<file path="config.mk">
export PLATFORM = sky130hd
export DESIGN_NAME = gift_inv_sbox_layer_masked
export DESIGN_NICKNAME = d
export VERILOG_FILES = /design/src/rtl/gift_inv_sbox_layer_masked.sv
export SDC_FILE = /design/constraint.sdc
export NUM_CORES = 1
export LEC_CHECK = 0
export ABC_AREA = 0
export CORE_MARGIN = 3
export CORE_UTILIZATION = 45
export CTS_BUF_LIST = sky130_fd_sc_hd__clkbuf_16
export DETAILED_ROUTE_END_ITERATION = 16
export DONT_BUFFER_PORTS = 1
export PLACE_DENSITY_LB_ADDON = 0.12
export SLEW_MARGIN = 20
export SYNTH_ARGS = -nofsm -noshare
export SYNTH_HDL_FRONTEND = slang
export SYNTH_SLANG_ARGS = --single-unit
</file>
<file path="constraint.sdc">
create_clock -name clk -period 2.64 [get_ports clk]
set_input_delay 0.396 -clock clk [delete_from_list [all_inputs] [get_ports clk]]
set_output_delay 0.396 -clock clk [all_outputs]
set_load 0.1 [all_outputs]
</file>
<file path="src/rtl/gift_inv_sbox_layer_masked.sv">
// Two-share masked inverse GIFT S-box layer.
// The 16 nibbles of a shared 64-bit state pass one at a time through a
// two-stage masked inverse S-box core. The core computes the algebraic normal
// form of InvS directly on the shares. Every registered term takes exactly one
// share of each input bit it depends on, and no fresh randomness is used.
module gift_inv_sbox_layer_masked #(
    parameter int NIBBLES = 16
) (
    input  logic                   clk,
    input  logic                   rst,
    input  logic                   start,
    input  logic [4*NIBBLES-1:0]   state_s0,
    input  logic [4*NIBBLES-1:0]   state_s1,
    output logic                   busy,
    output logic                   done,
    output logic [4*NIBBLES-1:0]   result_s0,
    output logic [4*NIBBLES-1:0]   result_s1
);

    localparam int W  = 4 * NIBBLES;
    localparam int CW = (NIBBLES > 1) ? $clog2(NIBBLES) : 1;
    localparam logic [CW-1:0] LAST = CW'(NIBBLES - 1);

    // Nibble i of this constant is InvS(i).
    localparam logic [63:0] INV_SBOX = 64'h5F93A17EB4C2680D;

    // ANF coefficients of InvS: bit (16*b + m) is the coefficient of the
    // monomial prod_{j in m} x_j in output bit b (Moebius transform of the table).
    function automatic logic [63:0] anf_table();
        logic [63:0] t;
        t = '0;
        for (int b = 0; b < 4; b++)
            for (int m = 0; m < 16; m++)
                for (int x = 0; x < 16; x++)
                    if ((x & ~m) == 0)
                        t[b*16+m] = t[b*16+m] ^ INV_SBOX[x*4+b];
        return t;
    endfunction

    localparam logic [63:0] ANF = anf_table();

    // Cross product of the variables in m, where a selects share 1 (bit set)
    // or share 0 (bit clear) of each variable. Zero when a is not a subset of m.
    function automatic logic xprod(input logic [3:0] sh0, input logic [3:0] sh1,
                                   input logic [3:0] m,   input logic [3:0] a);
        logic p;
        p = 1'b1;
        for (int j = 0; j < 4; j++)
            if (m[j])
                p = p & (a[j] ? sh1[j] : sh0[j]);
        if ((a & ~m) != 4'b0000)
            p = 1'b0;
        return p;
    endfunction

    // Output share that collects a cross term: the share used by its lowest
    // variable. Pure share-0 terms go to share 0, pure share-1 terms to share 1.
    function automatic logic out_share(input logic [3:0] m, input logic [3:0] a);
        logic g;
        g = 1'b0;
        for (int j = 3; j >= 0; j--)
            if (m[j])
                g = a[j];
        return g;
    endfunction

    typedef enum logic [1:0] {IDLE, RUN, DRAIN, DONE} fsm_t;

    fsm_t          fsm;
    logic [CW-1:0] cnt;
    logic          dcnt;
    logic [W-1:0]  s0_q;
    logic [W-1:0]  s1_q;
    logic          accept;

    logic          vld_p0;
    logic [3:0]    in0_p0;
    logic [3:0]    in1_p0;

    logic          lo_p1 [16];
    logic          hi_p1 [16];
    logic          vld_p1;
    logic [CW-1:0] idx_p1;

    logic          q_p2 [256];
    logic          vld_p2;
    logic [CW-1:0] idx_p2;

    logic [3:0]    out0;
    logic [3:0]    out1;

    // The completion cycle also counts as idle for a new request, so a start
    // in the cycle where done is high is accepted.
    assign accept = start && ((fsm == IDLE) || (fsm == DONE));

    // ---- stage 0: issue nibble cnt from the captured shares
    assign vld_p0 = (fsm == RUN);
    assign in0_p0 = s0_q[{cnt, 2'b00} +: 4];
    assign in1_p0 = s1_q[{cnt, 2'b00} +: 4];

    // Control FSM with registered busy/done; busy rises on the first issue edge.
    always_ff @(posedge clk) begin
        if (rst) begin
            fsm  <= IDLE;
            cnt  <= '0;
            dcnt <= 1'b0;
            busy <= 1'b0;
            done <= 1'b0;
        end else begin
            case (fsm)
                IDLE, DONE: begin
                    busy <= 1'b0;
                    done <= 1'b0;
                    if (start) begin
                        fsm <= RUN;
                        cnt <= '0;
                    end else begin
                        fsm <= IDLE;
                    end
                end
                RUN: begin
                    busy <= 1'b1;
                    if (cnt == LAST) begin
                        fsm  <= DRAIN;
                        dcnt <= 1'b0;
                    end else begin
                        cnt <= cnt + 1'b1;
                    end
                end
                DRAIN: begin
                    if (dcnt) begin
                        fsm  <= DONE;
                        busy <= 1'b0;
                        done <= 1'b1;
                    end else begin
                        dcnt <= 1'b1;
                        busy <= 1'b1;
                    end
                end
                default: fsm <= IDLE;
            endcase
        end
    end

    // Capture both input shares on an accepted start; they are never combined.
    always_ff @(posedge clk) begin
        if (rst) begin
            s0_q <= '0;
            s1_q <= '0;
        end else if (accept) begin
            s0_q <= state_s0;
            s1_q <= state_s1;
        end
    end

    // ---- stage 1: share-wise cross products of the low pair and high pair of bits
    // Entry {mh, ah}: monomial mh over the pair, share choice ah per variable.
    always_ff @(posedge clk) begin
        if (rst) begin
            vld_p1 <= 1'b0;
            idx_p1 <= '0;
            for (int i = 0; i < 16; i++) begin
                lo_p1[i] <= 1'b0;
                hi_p1[i] <= 1'b0;
            end
        end else begin
            vld_p1 <= vld_p0;
            idx_p1 <= cnt;
            for (int i = 0; i < 16; i++) begin
                lo_p1[i] <= xprod({2'b00, in0_p0[1:0]}, {2'b00, in1_p0[1:0]},
                                  {2'b00, i[3:2]}, {2'b00, i[1:0]});
                hi_p1[i] <= xprod({2'b00, in0_p0[3:2]}, {2'b00, in1_p0[3:2]},
                                  {2'b00, i[3:2]}, {2'b00, i[1:0]});
            end
        end
    end

    // ---- stage 2: full 4-variable cross terms, entry {m, a}
    always_ff @(posedge clk) begin
        if (rst) begin
            vld_p2 <= 1'b0;
            idx_p2 <= '0;
            for (int k = 0; k < 256; k++)
                q_p2[k] <= 1'b0;
        end else begin
            vld_p2 <= vld_p1;
            idx_p2 <= idx_p1;
            for (int k = 0; k < 256; k++)
                q_p2[k] <= lo_p1[{k[5:4], k[1:0]}] & hi_p1[{k[7:6], k[3:2]}];
        end
    end

    // XOR compression of the stage-2 terms into the two output shares.
    always_comb begin
        out0 = 4'b0000;
        out1 = 4'b0000;
        for (int b = 0; b < 4; b++) begin
            for (int k = 0; k < 256; k++) begin
                if (ANF[{b[1:0], k[7:4]}] && ((k[3:0] & ~k[7:4]) == 4'b0000)) begin
                    if (out_share(k[7:4], k[3:0]))
                        out1[b] = out1[b] ^ q_p2[k];
                    else
                        out0[b] = out0[b] ^ q_p2[k];
                end
            end
        end
    end

    // Write each finished nibble back into the result shares; others hold.
    always_ff @(posedge clk) begin
        if (rst) begin
            result_s0 <= '0;
            result_s1 <= '0;
        end else if (vld_p2) begin
            result_s0[{idx_p2, 2'b00} +: 4] <= out0;
            result_s1[{idx_p2, 2'b00} +: 4] <= out1;
        end
    end

endmodule
</file>
Word-level counts from Yosys, hierarchy flattened:

Memory sizes are Yosys's and may differ from the RTL's.
Index checks and enable logic that the tools add are counted.
W data, S select, Z words.

* register bits after elaboration: 275
* memory bits (writable): 288
* bits of input ports: 131
* output and inout port bits: 130
* word-level logic and storage cells: 986
* memories kept: 3

* add/subtract/negate cells: 2
* eq/ne operators: 8
* shift operators: 5
* muxes and demuxes: 323
* bitwise logic cells: 621
* reductions and logical operators: 11

Memories
* q_p2: depth 256, bits a word 1, rd ports 49, clocked after memory_dff 0, wr ports 256, line 85 `logic q_p2 [256];`
* hi_p1: depth 16, bits a word 1, rd ports 16, clocked after memory_dff 0, wr ports 16, line 81 `logic hi_p1 [16];`
* lo_p1: depth 16, bits a word 1, rd ports 16, clocked after memory_dff 0, wr ports 16, line 80 `logic lo_p1 [16];`

Operators with widths (count)
* $mux W1: 312
* $or A1 B1 Y1: 288
* $and A1 B1 Y1: 264
* $bwmux W64: 2
* $shiftx A4 B8 Y64: 2
* $shiftx A64 B7 Y4: 2
* $xor A1 B1 Y1: 69
* $shift A4 B8 Y64 const A: 1
* $mux W4: 2
* $neg A6 Y8: 1
* $pmux W4 S2: 1
* $ne A2 B2 Y1 const B: 3
* $pmux W2 S3: 1
* $reduce_and A2 Y1: 3
* $reduce_bool A2 Y1: 3
* $add A4 B1 Y4 const B: 1
* $eq A2 B2 Y1 const B: 2
* $eq A4 B4 Y1 const B: 1
* $mux W2: 2
* $pmux W1 S2: 2
* $pmux W1 S3: 1
* $reduce_and A3 Y1: 1
* $eq A2 B1 Y1 const B: 1
* $logic_not A2 Y1: 1
* 4 further kinds: 4

Depth between registers and ports, before layout:

An unclocked memory read counts as a cell.

* word-level depth: 18
* mapped depth: 10
* depth with buffers taken out: 7

Worst setup path before layout:

Ideal clock, no wire load.

* path type: register to register
* start: register idx_p2[0]
* end: register result_s0[48]
* library setup time: 136 ps
* arrival: 1985 ps
* required time: 2504 ps
* setup slack: 519 ps
* cell stages (with the launch flop): 10
* buffers on the path: 2
* clock period less this slack: 2121 ps
* path through: dfxtp_1 buf_2 inv_1 ha_1 or2_2 o21ba_2 o211a_1 clkbuf_1 nand3b_1 o21ai_0

* cells in the longest elaborated chain, start to end: 3
* elaborated cells on any way between the ends: 4
* those cells by class: add/sub: 1; shift: 2; mux: 1

RTL lines
* start: declaration: line 87 `logic [CW-1:0] idx_p2;`
* start signal: assignment: line 187 `idx_p2 <= idx_p1;`
* $neg A6 Y8 (*): line 215 `result_s0[{idx_p2, 2'b00} +: 4] <= out0;`
* $shiftx A4 B8 Y64 / $shift A4 B8 Y64 (equally long branches): line 215
* $bwmux W64 (*): line 215
* end signal: indexed assignment: line 215
* end: declaration: line 16 `output logic [4*NIBBLES-1:0] result_s0,`

Mark *: on every way between the ends. The rest lies on a longest branch, timed or not.
A chain may end at the register's enable or synchronous reset.

==> metrics.txt <==
Area Overhead vs Synth 21.6%; min Tclk post-route 2.47 ns; Synth Warn # 0; root buffer cell clkbuf_16; critical path arrival 2.87 ns; maximum root-to-sink buffer count 3; TritonRoute pass-1 iters 4; number of I/O pins 261; fraction of layout cells with a size suffix above 1 15.1%; first-pass GRT wire length 52,500 um; core region area 28,100 um^2; Synth async-reset ratio 0%; Slew headroom 26.3%; pin count of the biggest net entering global routing 131; CTS tree yes; routed length per placed instance 17.4 um; met1 usage in global routing 28.2%; # diodes 0; M2 GR Usage 35.2%; initial DRC count 524; CP max FO 27; Slew Viols, Final 0; Post-Route Skew 0.0169 ns; worst setup path class flip-flop to flip-flop; status finished clean; latest clock arrival within the worst-skew pair 0.51 ns; Max VDD drop 688 uV; achievable frequency 404 MHz; post-synthesis sequential area ratio 52.7%; die area 30,900 um^2; Mapped Cells 1,390; maxcap violations 0; final WL 33,300 um; Mapped Avg Cell Area 9.33 um^2; Power Total 13.6 mW; DR vias/cell 5.11; Crit path required time 3.03 ns; post-synthesis cell type count 48; met3 usage 5.38%; Synth Cell Area 13,000 um^2; Rows 61; post-layout util 56.1%; Yosys reg bits 341; synthesized net count 1,525; initial antenna violation count 0; Final Hold Vio Count 0; # setup viols final 0; DR vias 9,747; Remaining Overflow, GRT 0; P per Cell Area 860 nW/um^2; DR DRC count 0; gpl congestion 0.811; setup_tns 0 ns; Hold WC Path Type primary input to flip-flop; clock sinks 341; Port Buffer Count 0; RSZ-0062 raised after global routing false; Tightest Pin Transition 1.10 ns; Die W 176 um; CP Launch Type flip-flop; number of synthesized flops with an enable pin 0; cts bufs inserted 37; busiest grt layer met2; Inst Count DP 1,769; H-tree level count 2; Final #Nets 1,642; gr usage total 21.2%; Tcrit/Tclk final 93.7%; Main synth FF type dfxtp_1; Routed Antenna Nets 0; fin cells 1,909; Worst setup EP type flip-flop; P_leak 6.16 nW; CTS clk-pin slew, worst paths 0.06 ns; initial core utilization 46.2%; height of the die 176 um; vias in the first global route 9,522; hpwl dp 21,400 um; fillers 2,619
## layer usage
layer  part of all wire [%]  wire length (um)
met1                     45             14800
met4                    1.3               449
met5                      0                 0
met2                     47             15600
met3                    7.2              2390
## critical path, cell delays in order, from the launching register on
cell	delay, ns
dfxtp_2	0.35
buf_12	0.24
mux4_2	0.55
mux2_2	0.31
mux2i_1	0.26
nor2_1	0.08
dlygate4sd3_1	0.56
## path summary, 6_finish.rpt
kind                              startpoint          end  slack [ns]  depth (start not counted)
worst max-delay path                  cnt[0]  lo_p1[0][5]        0.17                          6
worst min-delay path            state_s1[50]     s1_q[50]        0.03                          2
worst max register to register        cnt[0]  lo_p1[0][5]        0.17                          6
worst min register to register  hi_p1[0][15]    q_p2[204]        0.42                          1
## cell families (layout without fill, tap and decap cells)
logic type | Yosys count | count (layout) | synth area share [%]
AND/OR/NAND/NOR | 498 | 498 | 16.7
flip-flops | 341 | 341 | 52.7
AO/OA/AOI/OAI | 289 | 289 | 12.6
buffers and inverters | 119 | 260 | 4.11
multiplexers | 83 | 83 | 9.69
XOR/XNOR | 56 | 56 | 3.90
adder cells (fa/ha/maj) | 4 | 4 | 0.386
## state kept, by name, indices dropped and copies added, names as in the netlist, 4 cells and up
| register | cells |
|---|---|
| s1_q | 64 |
| s0_q | 64 |
| hi_p1 | 9 |
| lo_p1 | 8 |
| idx_p2 | 4 |
| result_s1 | 64 |
| q_p2 | 49 |
| cnt | 4 |
| result_s0 | 64 |
| idx_p1 | 4 |
## cell usage in the layout (no fill, tap or decap), drive strengths merged, types with 3 or more instances in the layout
master,instances
a211oi,42
a21oi,177
and2,50
and3,5
buf,112
clkbuf,37
clkinv,11
dfxtp,341
dlygate4sd3,74
ha,4
inv,23
mux2,10
mux2i,41
mux4,32
nand2,294
nand2b,7
nand3,5
nor2,100
nor2b,14
nor3,13
o21ai,44
o22ai,14
o32ai,3
xnor2,43
xor2,13
## through the flow
step | hold slack, ns | area (um^2) | setup WS, ns
after detailed placement | 0.411 | 13900 | 0.266
after global routing | 0.00323 | 15800 | 0.00256
after global placement | 0.411 | 13900 | 0.379
after CTS | 0.00617 | 15700 | 0.0120
after floorplan | 0.406 | 13000 | 0.519
final | 0.0254 | 15800 | 0.166
## cell type report
| cell class | instances | area [um^2] | area share [%] |
|---|---|---|---|
| flip-flops and latches | 341 | 6830 | 43.3 |
| multi-input cells | 930 | 5650 | 35.9 |
| repair buffers | 186 | 1670 | 10.6 |
| clock buffers | 37 | 926 | 5.87 |
| well taps | 378 | 473 | 3.00 |
| clock inverters | 26 | 173 | 1.10 |
| inverters | 11 | 41.3 | 0.262 |
## synth_stat cells (2+ instances only)
| library cell | number | area [um^2] |
|---|---|---|
| mux4_2 | 32 | 721 |
| buf_2 | 15 | 75.1 |
| ha_1 | 4 | 50.1 |
| buf_1 | 4 | 15.0 |
| a21oi_1 | 177 | 886 |
| xor2_1 | 13 | 114 |
| nor3_1 | 7 | 35.0 |
| a211oi_1 | 39 | 293 |
| clkbuf_2 | 2 | 10.0 |
| o22ai_1 | 14 | 87.6 |
| xnor2_2 | 2 | 32.5 |
| a31oi_1 | 2 | 12.5 |
| o21ai_0 | 44 | 220 |
| nand2b_1 | 7 | 43.8 |
| and2_1 | 50 | 313 |
| inv_1 | 11 | 41.3 |
| nand3_1 | 5 | 25.0 |
| clkbuf_1 | 74 | 278 |
| nor2_2 | 3 | 18.8 |
| buf_4 | 11 | 82.6 |
| o211a_1 | 2 | 20.0 |
| nand4_1 | 2 | 12.5 |
| o32ai_1 | 3 | 26.3 |
| xnor2_1 | 41 | 359 |
| nor2_1 | 97 | 364 |
| nor3_2 | 6 | 60.1 |
| nand2_1 | 294 | 1100 |
| nor2b_1 | 14 | 87.6 |
| dfxtp_1 | 341 | 6830 |
| and3_1 | 5 | 31.3 |
| mux2_2 | 10 | 113 |
| mux2i_1 | 40 | 400 |
| a211oi_2 | 3 | 37.5 |
| or3b_2 | 2 | 17.5 |
## where the power goes
part | internal (mW) | leakage, nW | switching (mW) | total (mW)
combinational | 1.19 | 2.81 | 1.74 | 2.93
clock | 2.73 | 0.574 | 1.99 | 4.73
sequential | 5.62 | 2.77 | 0.281 | 5.90
total | 9.54 | 6.16 | 4.01 | 13.6
## repair_timing
item	4_1_cts	5_1_grt
setup buffers	0	1
hold buffers	76	0
resized for setup	0	4
endpoints found under the hold margin	194	0
setup endpoints to repair	0	10
Power figures use the tool's default switching activity.
